--- src/rtl/serial_arith_pkg.sv ---
// rtl/serial_arith_pkg.sv - shared FSM states and sizing constants for the serial arithmetic blocks
package serial_arith_pkg;

  typedef enum logic [1:0] {IDLE, RUN, DONE} state_t;

  localparam int SERIAL_WIDTH_DEF = 8;

  function automatic int cnt_width(input int width);
    return (width > 1) ? $clog2(width) : 1;
  endfunction

endpackage

--- src/rtl/serial_subtractor_8_if.sv ---
// rtl/serial_subtractor_8_if.sv - operand/result handshake bundle; op exists only with SERIAL_SUB_ADD_MODE_EN
interface serial_subtractor_8_if #(
  parameter int WIDTH = serial_arith_pkg::SERIAL_WIDTH_DEF
);
  logic             in_valid;
  logic             in_ready;
  logic [WIDTH-1:0] x;
  logic [WIDTH-1:0] y;
  logic             out_valid;
  logic             out_ready;
  logic [WIDTH-1:0] diff;
  logic             borrow;
  logic             ovf;
`ifdef SERIAL_SUB_ADD_MODE_EN
  logic             op;

  modport slave  (input  in_valid, x, y, op, out_ready,
                  output in_ready, out_valid, diff, borrow, ovf);
  modport master (output in_valid, x, y, op, out_ready,
                  input  in_ready, out_valid, diff, borrow, ovf);
`else
  modport slave  (input  in_valid, x, y, out_ready,
                  output in_ready, out_valid, diff, borrow, ovf);
  modport master (output in_valid, x, y, out_ready,
                  input  in_ready, out_valid, diff, borrow, ovf);
`endif
endinterface

--- src/rtl/serial_bit_cell.sv ---
// rtl/serial_bit_cell.sv - one-bit full subtractor, or full adder when add is high
module serial_bit_cell (
  input  logic a,
  input  logic b,
  input  logic cin,
  input  logic add,
  output logic s,
  output logic cout
);

  logic prop;

  assign prop = a ^ b;
  assign s    = prop ^ cin;
  // cin is a borrow-in in subtract mode and a carry-in in add mode
  assign cout = add ? ((a & b) | (prop & cin))
                    : ((~a & b) | (~prop & cin));

endmodule

--- src/rtl/serial_subtractor_8.sv ---
// rtl/serial_subtractor_8.sv - bit-serial LSB-first x-y (x+y with SERIAL_SUB_ADD_MODE_EN and op=1)
module serial_subtractor_8
  import serial_arith_pkg::*;
#(
  parameter int WIDTH = SERIAL_WIDTH_DEF
) (
  input  logic                 clk,
  input  logic                 rst_n,
  serial_subtractor_8_if.slave bus
);

  localparam int CNT_W = cnt_width(WIDTH);

  state_t           state;
  state_t           state_next;
  logic [WIDTH-1:0] x_sr;
  logic [WIDTH-1:0] y_sr;
  logic [CNT_W-1:0] cnt;
  logic             b_reg;
  logic             x_msb;
  logic             y_msb;
  logic [WIDTH-1:0] diff_q;
  logic             borrow_q;
  logic             ovf_q;
  logic             add_q;
  logic             d_bit;
  logic             b_out;
  logic             last_bit;
  logic             ovf_next;

`ifndef SERIAL_SUB_ADD_MODE_EN
  assign add_q = 1'b0;
`endif

  serial_bit_cell u_cell (
    .a    (x_sr[0]),
    .b    (y_sr[0]),
    .cin  (b_reg),
    .add  (add_q),
    .s    (d_bit),
    .cout (b_out)
  );

  assign last_bit = (cnt == CNT_W'(WIDTH - 1));
  // Same-sign rule for add, different-sign rule for subtract, folded into one compare
  assign ovf_next = (x_msb == (y_msb ^ ~add_q)) && (d_bit != x_msb);

  always_ff @(posedge clk or negedge rst_n) begin
    if (!rst_n) state <= IDLE;
    else        state <= state_next;
  end

  always_comb begin
    state_next = state;
    case (state)
      IDLE:    if (bus.in_valid)  state_next = RUN;
      RUN:     if (last_bit)      state_next = DONE;
      DONE:    if (bus.out_ready) state_next = IDLE;
      default:                    state_next = IDLE;
    endcase
  end

  // x_sr doubles as the result register: result bits enter at the MSB as operand bits leave the LSB
  always_ff @(posedge clk or negedge rst_n) begin
    if (!rst_n) begin
      x_sr     <= '0;
      y_sr     <= '0;
      cnt      <= '0;
      b_reg    <= 1'b0;
      x_msb    <= 1'b0;
      y_msb    <= 1'b0;
      diff_q   <= '0;
      borrow_q <= 1'b0;
      ovf_q    <= 1'b0;
`ifdef SERIAL_SUB_ADD_MODE_EN
      add_q    <= 1'b0;
`endif
    end else begin
      case (state)
        IDLE: begin
          if (bus.in_valid) begin
            x_sr  <= bus.x;
            y_sr  <= bus.y;
            cnt   <= '0;
            b_reg <= 1'b0;
            x_msb <= bus.x[WIDTH-1];
            y_msb <= bus.y[WIDTH-1];
`ifdef SERIAL_SUB_ADD_MODE_EN
            add_q <= bus.op;
`endif
          end
        end
        RUN: begin
          x_sr  <= {d_bit, x_sr[WIDTH-1:1]};
          y_sr  <= {1'b0, y_sr[WIDTH-1:1]};
          b_reg <= b_out;
          cnt   <= cnt + CNT_W'(1);
          if (last_bit) begin
            diff_q   <= {d_bit, x_sr[WIDTH-1:1]};
            borrow_q <= b_out;
            ovf_q    <= ovf_next;
          end
        end
        default: ;
      endcase
    end
  end

  assign bus.in_ready  = (state == IDLE);
  assign bus.out_valid = (state == DONE);
  assign bus.diff      = diff_q;
  assign bus.borrow    = borrow_q;
  assign bus.ovf       = ovf_q;

endmodule

--- src/flat_wrapper.sv ---
// flat-port wrapper written by rule: the top's interface ports become plain ports
module serial_subtractor_8_flat import serial_arith_pkg::*;
#(
  parameter int WIDTH = SERIAL_WIDTH_DEF
)
  (clk, rst_n, bus_in_valid, bus_x, bus_y, bus_out_ready, bus_in_ready, bus_out_valid, bus_diff, bus_borrow, bus_ovf);
  serial_subtractor_8_if #(.WIDTH(WIDTH)) bus_i ();
  input  logic clk;
  input  logic rst_n;
  input wire logic [$bits(bus_i.in_valid)-1:0] bus_in_valid;
  input wire logic [$bits(bus_i.x)-1:0] bus_x;
  input wire logic [$bits(bus_i.y)-1:0] bus_y;
  input wire logic [$bits(bus_i.out_ready)-1:0] bus_out_ready;
  output wire logic [$bits(bus_i.in_ready)-1:0] bus_in_ready;
  output wire logic [$bits(bus_i.out_valid)-1:0] bus_out_valid;
  output wire logic [$bits(bus_i.diff)-1:0] bus_diff;
  output wire logic [$bits(bus_i.borrow)-1:0] bus_borrow;
  output wire logic [$bits(bus_i.ovf)-1:0] bus_ovf;
  assign bus_i.in_valid = bus_in_valid;
  assign bus_i.x = bus_x;
  assign bus_i.y = bus_y;
  assign bus_i.out_ready = bus_out_ready;
  assign bus_in_ready = bus_i.in_ready;
  assign bus_out_valid = bus_i.out_valid;
  assign bus_diff = bus_i.diff;
  assign bus_borrow = bus_i.borrow;
  assign bus_ovf = bus_i.ovf;
  serial_subtractor_8 #(.WIDTH(WIDTH)) u_core (.clk(clk), .rst_n(rst_n), .bus(bus_i));
endmodule
--- config.mk ---
export PLATFORM = sky130hd
export DESIGN_NAME = serial_subtractor_8_flat
export DESIGN_NICKNAME = d
export VERILOG_FILES = /design/src/rtl/serial_arith_pkg.sv /design/src/rtl/serial_subtractor_8_if.sv /design/src/rtl/serial_bit_cell.sv /design/src/rtl/serial_subtractor_8.sv /design/src/flat_wrapper.sv
export SDC_FILE = /design/constraint.sdc
export NUM_CORES = 1
export LEC_CHECK = 0
export ABC_AREA = 1
export BUFFER_PORTS_ARGS = -buffer_cell sky130_fd_sc_hd__buf_2
export CAP_MARGIN = 40
export CORE_UTILIZATION = 40
export CTS_BUF_LIST = sky130_fd_sc_hd__clkbuf_8
export DETAILED_ROUTE_END_ITERATION = 10
export GPL_TIMING_DRIVEN = 0
export MAX_ROUTING_LAYER = met4
export SYNTH_ARGS = -nofsm -noshare
export SYNTH_HDL_FRONTEND = slang
export SYNTH_SLANG_ARGS = --single-unit
--- constraint.sdc ---
create_clock -name clk -period 2.85 [get_ports clk]
set_input_delay 0.57 -clock clk [delete_from_list [all_inputs] [get_ports clk]]
set_output_delay 0.57 -clock clk [all_outputs]
set_load 0.02 [all_outputs]
# ---- Yosys cells after proc, flatten, opt, wreduce, memory -nomap -nowiden
# Cells that the tools add are included.
dict set report classes {
  addsub 1
  n_reduce_logical 7
  muxes 12
  n_bitwise 8
  eq_ne 8
}
# cell n
set ops {}
lappend ops {{$pmux W8 S2} 2}
lappend ops {{$mux W8} 2}
lappend ops {{$mux W2} 3}
lappend ops {{$pmux W2 S3} 1}
lappend ops {{$pmux W3 S2} 1}
lappend ops {{$reduce_and A2 Y1} 3}
lappend ops {{$ne A2 B2 Y1 const B} 2}
lappend ops {{$add A3 B1 Y3 const B} 1}
lappend ops {{$eq A3 B3 Y1 const B} 1}
lappend ops {{$mux W3} 1}
lappend ops {{$not A1 Y1} 3}
lappend ops {{$reduce_and A3 Y1} 1}
lappend ops {{$and A1 B1 Y1} 2}
lappend ops {{$eq A2 B1 Y1 const B} 1}
lappend ops {{$eq A2 B2 Y1 const B} 1}
lappend ops {{$logic_not A2 Y1} 1}
lappend ops {{$ne A2 B1 Y1 const B} 1}
lappend ops {{$pmux W1 S2} 1}
lappend ops {{$reduce_bool A2 Y1} 1}
lappend ops {{$xor A1 B1 Y1} 2}
lappend ops {{$eq A1 B1 Y1} 1}
lappend ops {{$logic_and A1 B1 Y1} 1}
lappend ops {{$mux W1} 1}
lappend ops {{$ne A1 B1 Y1} 1}
lappend ops {{$or A1 B1 Y1} 1}
dict set report totals {
  ff_bits 34
  wordCells 46
  out_inout_bits 12
  inputBits 20
}

# ---- Longest topological paths before layout
dict set report logic_depth {
  ltp_word 5
  depth_mapped 7
  mapped_depth_nobuf 7
}

# ---- By module
# From an unflattened synthesis, not the netlist that was laid out.
dict set report unflattened {
  hier_cells 205
  hier_area_um2 1646.6
}
# mod area_each_um2 instances cells_each seq_area_each_um2
set by_module_without_submodules {}
lappend by_module_without_submodules {serial_subtractor_8 1590.3 1 199 850.8}
lappend by_module_without_submodules {serial_bit_cell 56.3 1 6 0.0}

# ---- Worst setup path after synthesis
# Ideal clock, no wire load.
dict set report synth_path {
  path_kind {register to output}
  start {reg u_core.state[0]}
  end {out bus_out_valid}
  arrival_time_ns 0.989
  path_slack_ns 1.291
  path_stages_with_launch 4
  t_required_ns 2.280
  n_path_buf 2
  cell_sequence {dfrtp_1 -> buf_6 -> buf_2 -> nor2_1}
}
dict set report synth_via {
  elab_chain_len 1
}
# element line
set synth_lines {}
lappend synth_lines {{start, declared} serial_subtractor_8.sv:14} ;# state_t state;
lappend synth_lines {{start signal, assigned} serial_subtractor_8.sv:50} ;# else state <= state_next;
lappend synth_lines {{$eq A2 B2 Y1} serial_subtractor_8.sv:110} ;# assign bus.out_valid = (state == DONE);
lappend synth_lines {{end, declared} flat_wrapper.sv:15} ;# output wire logic [$bits(bus_i.out_valid)-1:0] bus_out_valid;
# No other way between the ends.

# ---- Worst setup path in the final report
dict set report layout_path {
  start {reg u_core.state[1]}
  end {out bus_out_valid}
}
# The elaborated chain is that of the path after synthesis.

==> results by group <==
Synth
  – Top cell type's share of synthesized area: 0.528
  – Sequential share of the synthesized area: 0.528
  – Largest area contributor in the netlist: dfrtp_1
  – Top cells by area, synth: dfrtp_1, nand2_1, nand3_1, buf_6, o21ai_0
  – Post-synthesis cell count: 200
  – Synth Cell Area: 0.00161 mm²
  – Net count after synthesis: 223
  – Post-synthesis register bit count: 34
  – Synth Area per Inst: 8.05 µm²
  – FFs w/ async S/R, synth: 1.00
  – Area share of and/or/nand/nor cells after synthesis: 0.347
  – Ys flop type: dfrtp_1
  – Synth cell count leaders: nand2_1, dfrtp_1, nand3_1
  – Synth Area in Adders: 0.0280
  – Post-synthesis mux area share: 0
  – Post-synthesis compound-gate area fraction: 0.0342
  – Main combinational cell family by area after synthesis: simple AND/OR/NAND/NOR gates
  – Yosys cell types: 17
  – Count leader, synth: nand2_1
  – Synth warn: 0
  – Post-synth EDFFs: 0
  – Synth Area in XOR/XNOR: 0

Placement
  – Post-DP HPWL: 2250 µm
  – Final GP Congestion: 0.714
  – Cell Area, Placed: 0.00183 mm²
  – Dpl cells: 279
  – Number of I/O port buffers: 31

Critical path
  – CP Cell Sequence: inv_2 -> buf_2 -> nor2_1 -> buf_2
  – Register-to-Register Path Depth: 6
  – R2R setup slack: 1.46 ns
  – Startpoint types: register
  – Worst path slowest cell: dfrtp_1
  – Crit-path max FO: 10
  – CP arrival: 1.33 ns
  – RR Endpoint: u_core.bus.ovf
  – Most frequent CP cell: buf_2
  – Crit end category: output port
  – R2r startpoint: u_core.x_sr[0]
  – WS Path Type: reg2out
  – Worst Path Required: 2.28 ns
  – Crit-path max cell delay: 0.43 ns

Cells and area
  – Utilization after layout: 0.506
  – Ant diodes: 0
  – Fin area: 0.00191 mm²
  – Post-Layout Cell Count: 285
  – Synthesis-to-finish area growth: 18.5%
  – Final net count: 261
  – Layout cells sized above 1: 0.228

Power and ir drop
  – Comb power frac: 0.440
  – Sw Share: 0.412
  – Static leakage: 1.09 nW
  – Power share of the clock group: 0.166
  – Int Power: 0.00123 W
  – NetSw: 0.000862 W
  – Worst vdd ir: 432 µV
  – Flop pwr share: 0.394
  – Pwr dens: 1100 mW/mm²

Global route
  – Grt total ovfl: 0
  – Initial antenna violation count: 0
  – First-pass GRT wire length: 5900 µm
  – Largest net degree at the start of global routing: 35
  – Number of global-route vias before repair: 1270
  – GR Util All Layers: 0.190

Floorplan
  – # rows: 22
  – Die W: 65.5 µm
  – Die height: 65.5 µm
  – Core Area: 0.00377 mm²
  – Initial core utilization: 0.427
  – # IOs: 32
  – DIE AREA: 0.00428 mm²

Clock network
  – CTS H-tree depth: 2
  – CTS Sinks: 34
  – CTS clock-pin slew for the worst setup and hold paths: 0.07 ns
  – Maximum clock insertion buffer count: 2
  – CTS Root Cell: clkbuf_8
  – Number of buffers added for setup after CTS: 0
  – CTS tree: yes
  – Hold Buf Count CTS: 0
  – CTS Buf Count: 5
  – Clock latency at the later pin of the worst-skew pair: 0.28 ns
  – Post-CTS resize count: 0

STA
  – Min Hold Slack: 0.361 ns
  – Final period utilization: 0.667
  – Final setup viols: 0
  – Crit path time final: 1.90 ns
  – RSZ-0062 raised after global routing: false
  – Setup TNS: 0 ns
  – Final Hold Viols: 0
  – Final slew viol count: 0
  – Max Fclk: 526 MHz
  – Max-slew headroom: 0.492
  – Setup Skew: 0.00564 ns
  – Worst-Margin Slew: 0.762 ns

Route
  – Total wire length: 3300 µm
  – DR vias: 1311
  – Vias per cell: 4.60
  – 1st-iter DRT viols: 109
  – Wire per inst: 11.6 µm
  – TritonRoute pass-1 iters: 4
  – Post-DRT Antenna Nets: 0
  – Remaining DRCs: 0

Run
  – Max-Cap Viols: 0

Worst hold path
  – Class of the worst hold path: in2async

Outcome
  – Status: finished, final reports clean
per-layer routing:
layer | GRT usage | up-vias | part of all wire | wire length, µm
li1 | - | 692 | - | -
met1 | 0.253 | 590 | 0.49 | 1630
met2 | 0.286 | 24 | 0.46 | 1510
met3 | 0.0486 | 5 | 0.037 | 123
met4 | 0.0571 | 0 | 0.011 | 35
met5 | - | - | 0 | 0
kinds of logic after synthesis:
kind of cell	count (synthesis)
flops	34
fa+ha+maj	3
compound gates	9
simple gates	136
buf+inv	18
power groups by stage:
stage / sequential (W) / clock [W] / combinational [W]
5_1_grt: 0.000858 / 0.000379 / 0.00108
3_3_place_gp: 0.000828 / 0 / 0.000928
6_report: 0.000825 / 0.000349 / 0.000921
2_1_floorplan: 0.000884 / 0 / 0.000635
4_1_cts: 0.000827 / 0.000357 / 0.000942
3_5_place_dp: 0.000832 / 0 / 0.000939
final cells by class:
cell class / instances / area, µm²
Multi-Input combinational cell: 148 / 658
Buffer: 8 / 63.8
Inverter: 10 / 37.5
Sequential cell: 34 / 851
Fill cell: 380 / 1860
Tap cell: 48 / 60.1
Clock buffer: 6 / 82.6
Timing Repair Buffer: 31 / 155
per-stage QoR:
stage | setup slack (ns) | power, W
2_1_floorplan | 1.29 | 0.00152
3_3_place_gp | 1.23 | 0.00176
3_5_place_dp | 1.24 | 0.00177
4_1_cts | 0.926 | 0.00213
5_1_grt | 0.878 | 0.00232
6_report | 0.949 | 0.00209
worst max-delay path: cells and delay by family (launching register included):
kind	cells	cell delay [ns]
and+or+nand+nor	1	0.05
buffers and inverters	3	0.57
DFF	1	0.43
placed cells by master (no fill, tap or decap):
cell type  Yosys  final
dfrtp_1       34     34
clkbuf_8       0      6
nor2_4         2      2
inv_1          7      7
nand2_1      112    112
nand3_1       18     18
fa_1           1      1
o21ai_0        6      6
ha_1           2      2
o31ai_1        1      1
o21ai_2        2      2
nand2_2        1      1
nand2_4        1      1
nor2_1         2      2
buf_4          2      2
buf_6          3      3
buf_2          3     34
inv_2          3      3
worst max path at each step:
| stage | start | to |
|---|---|---|
| floorplan | u_core.state[0] | bus_out_valid |
| global placement | u_core.state[1] | bus_out_valid |
| CTS | u_core.state[1] | bus_out_valid |
| global route | u_core.state[1] | bus_out_valid |
| detailed placement | u_core.state[1] | bus_out_valid |
| finish | u_core.state[1] | bus_out_valid |
Note: power is estimated with default switching activity, not from simulation.
